===== config.mk =====
export PLATFORM = sky130hd
export DESIGN_NAME = jt51_slot_wr
export DESIGN_NICKNAME = d
export VERILOG_FILES = /design/src/rtl/jt51_slot_wr.sv
export SDC_FILE = /design/constraint.sdc
export NUM_CORES = 1
export LEC_CHECK = 0
export ABC_AREA = 1
export BUFFER_PORTS_ARGS = -buffer_cell sky130_fd_sc_hd__buf_2
export CAP_MARGIN = 5
export CORE_AREA = 2 2 96 135
export CTS_BUF_LIST = sky130_fd_sc_hd__clkbuf_8
export DETAILED_ROUTE_END_ITERATION = 6
export DIE_AREA = 0 0 98 137
export SLEW_MARGIN = 15
export SYNTH_ARGS = -nofsm -noshare
export SYNTH_HDL_FRONTEND = slang
export SYNTH_SLANG_ARGS = --single-unit

===== constraint.sdc =====
create_clock -name clk -period 4.35 [get_ports clk]
set_clock_uncertainty 0.05 [all_clocks]
set_input_delay 1.0875 -clock clk [delete_from_list [all_inputs] [get_ports clk]]
set_output_delay 1.0875 -clock clk [all_outputs]
set_load 0.005 [all_outputs]

===== src/rtl/jt51_slot_wr.sv =====
// jt51_slot_wr: slot sequencer and write scheduler for the time-multiplexed
// FM operator pipeline. Owns the operator-major/channel-minor slot counter
// and a small write FIFO. The head write is released as a one-cen commit
// strobe when the current slot equals its target slot (the write's own slot
// plus a stage offset). Broadcast writes sweep all channels of one operator.
module jt51_slot_wr #(
    parameter int CH_W    = 3,
    parameter int OP_W    = 2,
    parameter int DW      = 8,
    parameter int FLD_W   = 4,
    parameter int STG_W   = 3,
    parameter int FIFO_AW = 2
)(
    input  logic               clk,
    input  logic               rst,
    input  logic               cen,
    input  logic               wr_valid,
    output logic               wr_ready,
    input  logic [FLD_W-1:0]   wr_fld,
    input  logic [OP_W-1:0]    wr_op,
    input  logic [CH_W-1:0]    wr_ch,
    input  logic [STG_W-1:0]   wr_stage,
    input  logic               wr_all,
    input  logic [DW-1:0]      wr_din,
    output logic [OP_W-1:0]    cur_op,
    output logic [CH_W-1:0]    cur_ch,
    output logic               zero,
    output logic               commit,
    output logic [FLD_W-1:0]   commit_fld,
    output logic [DW-1:0]      commit_din,
    output logic               busy,
    output logic [FIFO_AW:0]   level
);

    localparam int SW    = CH_W + OP_W;
    localparam int DEPTH = 1 << FIFO_AW;

    localparam logic [SW-1:0]      SLOT_ONE = SW'(1);
    localparam logic [CH_W-1:0]    CH_ONE   = CH_W'(1);
    localparam logic [FIFO_AW-1:0] PTR_ONE  = FIFO_AW'(1);
    localparam logic [FIFO_AW:0]   LVL_ONE  = (FIFO_AW+1)'(1);
    localparam logic [FIFO_AW:0]   LVL_FULL = (FIFO_AW+1)'(DEPTH);

    typedef struct packed {
        logic [FLD_W-1:0] fld;
        logic [OP_W-1:0]  op;
        logic [CH_W-1:0]  ch;
        logic [STG_W-1:0] stage;
        logic             all;
        logic [DW-1:0]    din;
    } wr_entry_t;

    logic [SW-1:0]      cur;
    logic [CH_W-1:0]    bcast_cnt;
    logic [FIFO_AW-1:0] wptr;
    logic [FIFO_AW-1:0] rptr;
    wr_entry_t          mem [DEPTH];

    wr_entry_t          wr_ent;
    wr_entry_t          head;
    logic [CH_W-1:0]    head_ch;
    logic [SW-1:0]      tgt;
    logic               empty;
    logic               hit;
    logic               fire;
    logic               last_ch;
    logic               push;
    logic               pop;

    assign cur_op = cur[SW-1:CH_W];
    assign cur_ch = cur[CH_W-1:0];

    assign wr_ent = '{fld: wr_fld, op: wr_op, ch: wr_ch, stage: wr_stage,
                      all: wr_all, din: wr_din};

    // Head entry is only meaningful while the FIFO is non-empty; empty gates hit.
    assign head    = mem[rptr];
    assign empty   = (level == '0);
    assign wr_ready = (level != LVL_FULL);

    // Broadcasts walk the channel field with bcast_cnt instead of the stored channel.
    assign head_ch = head.all ? bcast_cnt : head.ch;

    // Target slot wraps modulo the slot count; the cast truncates or extends the offset.
    assign tgt     = {head.op, head_ch} + SW'(head.stage);

    assign hit     = !empty && (cur == tgt);
    assign fire    = cen && hit;
    assign last_ch = &bcast_cnt;

    // Push is independent of cen; pop only when the entry has emitted all its commits.
    assign push    = wr_valid && wr_ready;
    assign pop     = fire && (!head.all || last_ch);

    assign busy    = !empty || commit;

    // Slot counter advances one slot per cen; zero flags the wrap to slot 0.
    always_ff @(posedge clk or posedge rst) begin
        if (rst) begin
            cur  <= '0;
            zero <= 1'b0;
        end else if (cen) begin
            cur  <= cur + SLOT_ONE;
            zero <= &cur;
        end
    end

    // FIFO storage; validity is tracked by level, so the array needs no reset.
    always_ff @(posedge clk) begin
        if (push) mem[wptr] <= wr_ent;
    end

    // FIFO read/write pointers.
    always_ff @(posedge clk or posedge rst) begin
        if (rst) begin
            wptr <= '0;
            rptr <= '0;
        end else begin
            if (push) wptr <= wptr + PTR_ONE;
            if (pop)  rptr <= rptr + PTR_ONE;
        end
    end

    // Occupancy: simultaneous push and pop leaves the level unchanged.
    always_ff @(posedge clk or posedge rst) begin
        if (rst) begin
            level <= '0;
        end else begin
            case ({push, pop})
                2'b10:   level <= level + LVL_ONE;
                2'b01:   level <= level - LVL_ONE;
                default: level <= level;
            endcase
        end
    end

    // Broadcast channel sweep; returns to channel 0 after the last channel.
    always_ff @(posedge clk or posedge rst) begin
        if (rst) begin
            bcast_cnt <= '0;
        end else if (fire && head.all) begin
            bcast_cnt <= last_ch ? '0 : bcast_cnt + CH_ONE;
        end
    end

    // Commit strobe lasts one clock; field and data hold until the next commit.
    always_ff @(posedge clk or posedge rst) begin
        if (rst) begin
            commit     <= 1'b0;
            commit_fld <= '0;
            commit_din <= '0;
        end else begin
            commit <= fire;
            if (fire) begin
                commit_fld <= head.fld;
                commit_din <= head.din;
            end
        end
    end

endmodule


After elaboration in Yosys (flattened, before gate mapping) --
Memories as Yosys holds them, arrays and structs flattened. Index checks and enable logic that the tools add are counted.
Word-level totals: register bits 29, RAM bits 84, output and inout bits 24, memories 1
Cells by class: reductions and logical operators 13, eq/ne operators 4, add/sub/neg operators 7, multiplexer cells 5
Memory list:
- mem | words 4, width 21, read ports 1, clocked after memory_dff 0, wr ports 1, line 57 | wr_entry_t mem [DEPTH];
Operators with widths (number):
- adder 3 x 1 -> 3 bit, second input constant | 2
- two-way mux 3 bit | 2
- case mux 3 bit (2 select lines) | 1
- adder 5 x 1 -> 5 bit, second input constant | 1
- adder 5 x 3 -> 5 bit | 1
- == test 5 bit | 1
- logical AND 1 bit | 5
- AND reduction 5 bit | 1
- adder 2 x 1 -> 2 bit, second input constant | 2
- zero test 3 bit | 1
- != test 3 bit, second input constant | 1
- AND reduction 3 bit | 1
- subtractor 3 x 1 -> 3 bit, second input constant | 1
- == test 2 x 1 -> 1 bit, second input constant | 1
- == test 2 bit, second input constant | 1
- zero test 1 bit | 2
- logical OR 1 bit | 2
- two-way mux 1 bit | 2
- nonzero test 2 bit | 1

Depth between registers and ports, before layout --
An unclocked memory read counts as a cell.
depth in word-level cells 9, depth in mapped cells 26

Worst setup path before layout --
No wires, ideal clock.
path type reg-to-reg, from reg rptr[0], to reg level[2], cell stages (with the launch flop) 23, library setup time 0.131 ns, path buffers 3, setup slack 0.687 ns, data arrival time 3.482 ns, cell sequence dfrtp_1 > buf_6 > clkbuf_1 > clkbuf_1 > nor2_1 > o22ai_1 > nand2_1 > o21ai_0 > ha_1 > fa_1 > nand2_1 > nand3_1 > nor2_1 > nand2_1 > a21oi_1 > nand4_1 > inv_1 > ha_1 > inv_1 > fa_1 > a21oi_1 > o21ai_0 > xor2_1
Between the ends: longest elaborated chain between the ends 9, elaborated cells between the ends (all ways) 13
Ends and longest elaborated chain:
- start: declaration | line 56 | logic [FIFO_AW-1:0] rptr;
- start signal: assignment | line 120 | if (pop) rptr <= rptr + PTR_ONE;
- memory (4 x 21 bit) (*)
- two-way mux 3 bit | line 82 | assign head_ch = head.all ? bcast_cnt : head.ch;
- adder 5 x 3 -> 5 bit | line 85 | assign tgt = {head.op, head_ch} + SW'(head.stage);
- == test 5 bit | line 87 | assign hit = !empty && (cur == tgt);
- logical AND 1 bit | line 87
- logical AND 1 bit | line 88 | assign fire = cen && hit;
- logical AND 1 bit (*) | line 93 | assign pop = fire && (!head.all || last_ch);
- named net pop | line 68 | logic pop;
- == test 2 x 1 -> 1 bit / == test 2 bit (equally long branches) | line 129 | case ({push, pop})
- case mux 3 bit (2 select lines) / nonzero test 2 bit (equally long branches)
- end signal: assignment | line 130 | 2'b10: level <= level + LVL_ONE;
- end signal: assignment | line 131 | 2'b01: level <= level - LVL_ONE;
- end signal: assignment | line 132 | default: level <= level;
- end: declaration | line 32 | output logic [FIFO_AW:0] level
Mark *: on every way through the listed nets, which the timed path passes. The rest lies on a longest branch. A chain may end at the register's enable or synchronous reset.

Final worst setup path --
Ends and elaborated chain as after synthesis.

==> results by group <==
Die
  – FP Rows: 48
  – Die Y: 137 um
  – Die area: 13400 um2
  – Starting Density: 39.5%
  – Width of the die: ~98 um
  – Core Region: 12200 um2
  – IO Count: a little under 50

Drt
  – Post-DRT Antenna Nets: 0
  – Vias per cell: 4.98
  – Average wire per standard cell: 15.4 um
  – Total number of vias: around 3200
  – DRT Wirelength: 9990 um
  – Drt pass-1 iters: 4
  – Drt drc: 0
  – Initial DRC count: between 150 and 200

Clocking
  – Longest Clk Path Bufs: 2
  – Worst-path clk slew: 0.08 ns
  – Gates resized, CTS repair: 0
  – TritonCTS clock tree: done
  – CTS Hold Bufs: 0
  – Clk sinks: 113
  – H-Tree Depth: 4
  – Root buffer cell: clkbuf_8
  – Worst skew pair latency: approximately 0.43 ns
  – CTS Buf Count: 17
  – Setup bufs post-CTS: 0

Worst setup path
  – WS Path Type: reg2reg
  – WP data required: roughly 4.6 ns
  – Top delay family on crit path: adder cells
  – WP buf/inv: 4
  – Crit path capture type: flip-flop
  – Crit-path slowest cell: fa_1
  – Critical Path Max Stage Delay: ~0.50 ns
  – Cell Chain, Critical Path: inv_6 > nand2_1 > nand3_1 > and2_1 > inv_1 > nand2_1 > o21ai_0 > ha_1 > fa_1 > nor2_1 > nor2_1 > nand2_1 > nor2_1 > nand2_1 > a21oi_1 > nand4_1 > inv_1 > ha_1 > inv_1 > fa_1 > a21oi_1 > o21ai_0 > xor2_1
  – Crit start category: flip-flop
  – CP max FO: 18
  – Worst EP arrival: around 4.2 ns
  – Worst path most repeated cell: nand2_1

Global route
  – First-pass GRT wire length: 16500 um
  – Vias in the first global route: 3368
  – Total grt overflow: 0
  – Largest net degree at the start of global routing: 30
  – Gr usage total: 16.2%
  – Initial antenna violation count: 0

Logic synthesis
  – Post-synthesis sequential area ratio: 67.4%
  – Post-synthesis async set-or-reset flop share: approximately a quarter
  – Ys flop type: edfxtp_1
  – Net Count, Synth: 462
  – Syn Area/Cell: 11.4 um2
  – Synth warnings: 0
  – Synth Cell Area: 4820 um2
  – Synth unique cells: 29
  – Gate Count Post-Synth: ~420
  – Post-synthesis sequential element count: 113
  – EDFF count, synth: 84

Job
  – Max_cap viols: 0

Timing
  – Slew Viols, Final: 0
  – Max_slew headroom: a little under three quarters
  – Fmax: 0.256 GHz
  – Tightest Pin Transition: 0.431 ns
  – Fin crit period: 3.90 ns
  – Worst setup margin: about 0.45 ns
  – Final Cycle Share: 89.6%
  – RSZ-0062 raised after global routing: false
  – Final hold vios: 0
  – Final setup viols: 0
  – Setup TNS: 0 ns

Power
  – Power per standard cell area: 725 nW/um2
  – Peak supply drop: 0.225 mV
  – Static leakage: roughly 2.4 nW

Worst hold path
  – Worst hold path class: reg2reg

Layout
  – Final-stage net count: 523
  – Commonest non-fill, non-tap cell in the layout: nand2_1
  – Area growth, synth to finish: 17.5%
  – Diode count: 0
  – Fill cells: 1141
  – Share of layout cells above drive strength 1: 22.1%
  – Most frequent cells in the layout: nand2_1 (88), edfxtp_1 (84), nor2_1 (49)

Place
  – PortBufs: 48
  – Post-DP HPWL: 6400 um
  – Post-Place Setup Slack: approximately 0.45 ns
  – Routability congestion estimate: 0.787

Run status
  – Status: complete, no violations
## final timing paths
kind                               from      endpoint  slack (ns)  cells after the start
min in group asynchronous           rst      level[1]        0.69                      3
worst max-delay path            rptr[0]      level[2]        0.45                     23
worst max register to register  rptr[0]      level[2]        0.45                     23
max in group asynchronous           rst  bcast_cnt[1]        3.25                      3
worst min-delay path               zero          zero        0.42                      2
worst min register to register     zero          zero        0.42                      2
## layer usage
layer	vias up	GRT usage, %	routed length [um]
li1	1568	-	-
met1	1582	17.5	3970
met2	59	30.3	5570
met3	11	4.14	304
met4	0	6.10	146
met5	-	0	0
## cell type report
| cell class | count | area (um2) | share of cell area, % |
|---|---|---|---|
| Sequential cell | 113 | 3250 | 57.4 |
| Multi-Input combinational cell | 259 | 1350 | 23.9 |
| Timing Repair Buffer | 58 | 315 | 5.57 |
| Clock buffer | 17 | 234 | 4.14 |
| Tap cell | 150 | 188 | 3.32 |
| Clock inverter | 15 | 184 | 3.25 |
| Inverter | 35 | 136 | 2.41 |
## synth_stat cells (3+ instances only)
cell type   n  area (um2)
inv_1      29         109
clkbuf_1    9        33.8
dfrtp_1    29         726
nand3_1    20         100
ha_1       12         150
o22ai_1    16         100
nand3_2     3        30.0
inv_2       5        18.8
nand2_2     4        25.0
nand4_1     4        25.0
nand2_1    88         330
buf_6       3        33.8
xor2_1      5        43.8
nor2_1     53         199
edfxtp_1   84        2520
o21ai_0    41         205
a21oi_1     3        15.0
## report_power, final
group | switching, mW | leakage [nW] | internal (mW)
combinational | 1.00 | 1.06 | 0.525
clock | 0.447 | 0.203 | 0.570
sequential | 0.117 | 1.14 | 1.44
## flip-flops by register name, indices dropped and copies added (netlist names)
register,flops
bcast_cnt,3
commit,1
commit_din,8
commit_fld,4
cur,5
level,3
mem,84
rptr,2
wptr,2
zero,1
## logic make-up after synthesis
logic type | Yosys count | share of synthesized area, %
flops | 113 | 67.4
fa+ha+maj | 14 | 3.95
simple gates | 177 | 15.9
compound gates | 62 | 6.91
buf+inv | 51 | 4.68
xor+xnor | 6 | 1.09
## worst reg2reg max path, cell delays in order (launching register included)
cell and delay (ns):
dfrtp_1 0.46, inv_6 0.16, nand2_1 0.07, nand3_1 0.06, and2_1 0.21, inv_1 0.13, nand2_1 0.08, o21ai_0 0.08
ha_1 0.22, fa_1 0.50, nor2_1 0.05, nor2_1 0.08, nand2_1 0.05, nor2_1 0.08, nand2_1 0.07, a21oi_1 0.21
nand4_1 0.14, inv_1 0.09, ha_1 0.13, inv_1 0.06, fa_1 0.37, a21oi_1 0.15, o21ai_0 0.11, xor2_1 0.15
## through the flow
stage | utilization [%] | total power [mW] | area [um2] | std cells | hold slack [ns]
finish | 46.4 | 4.10 | 5660 | 647 | 0.420
detailed placement | 43.0 | 3.12 | 5240 | 615 | 0.404
floorplan | - | 2.68 | 4820 | 423 | 0.413
global route | 46.4 | 4.45 | 5660 | 647 | 0.439
global placement | 43.0 | 3.08 | 5240 | 615 | 0.402
CTS | 46.4 | 4.15 | 5660 | 647 | 0.424
No activity file was read; power rests on OpenSTA's default activity.
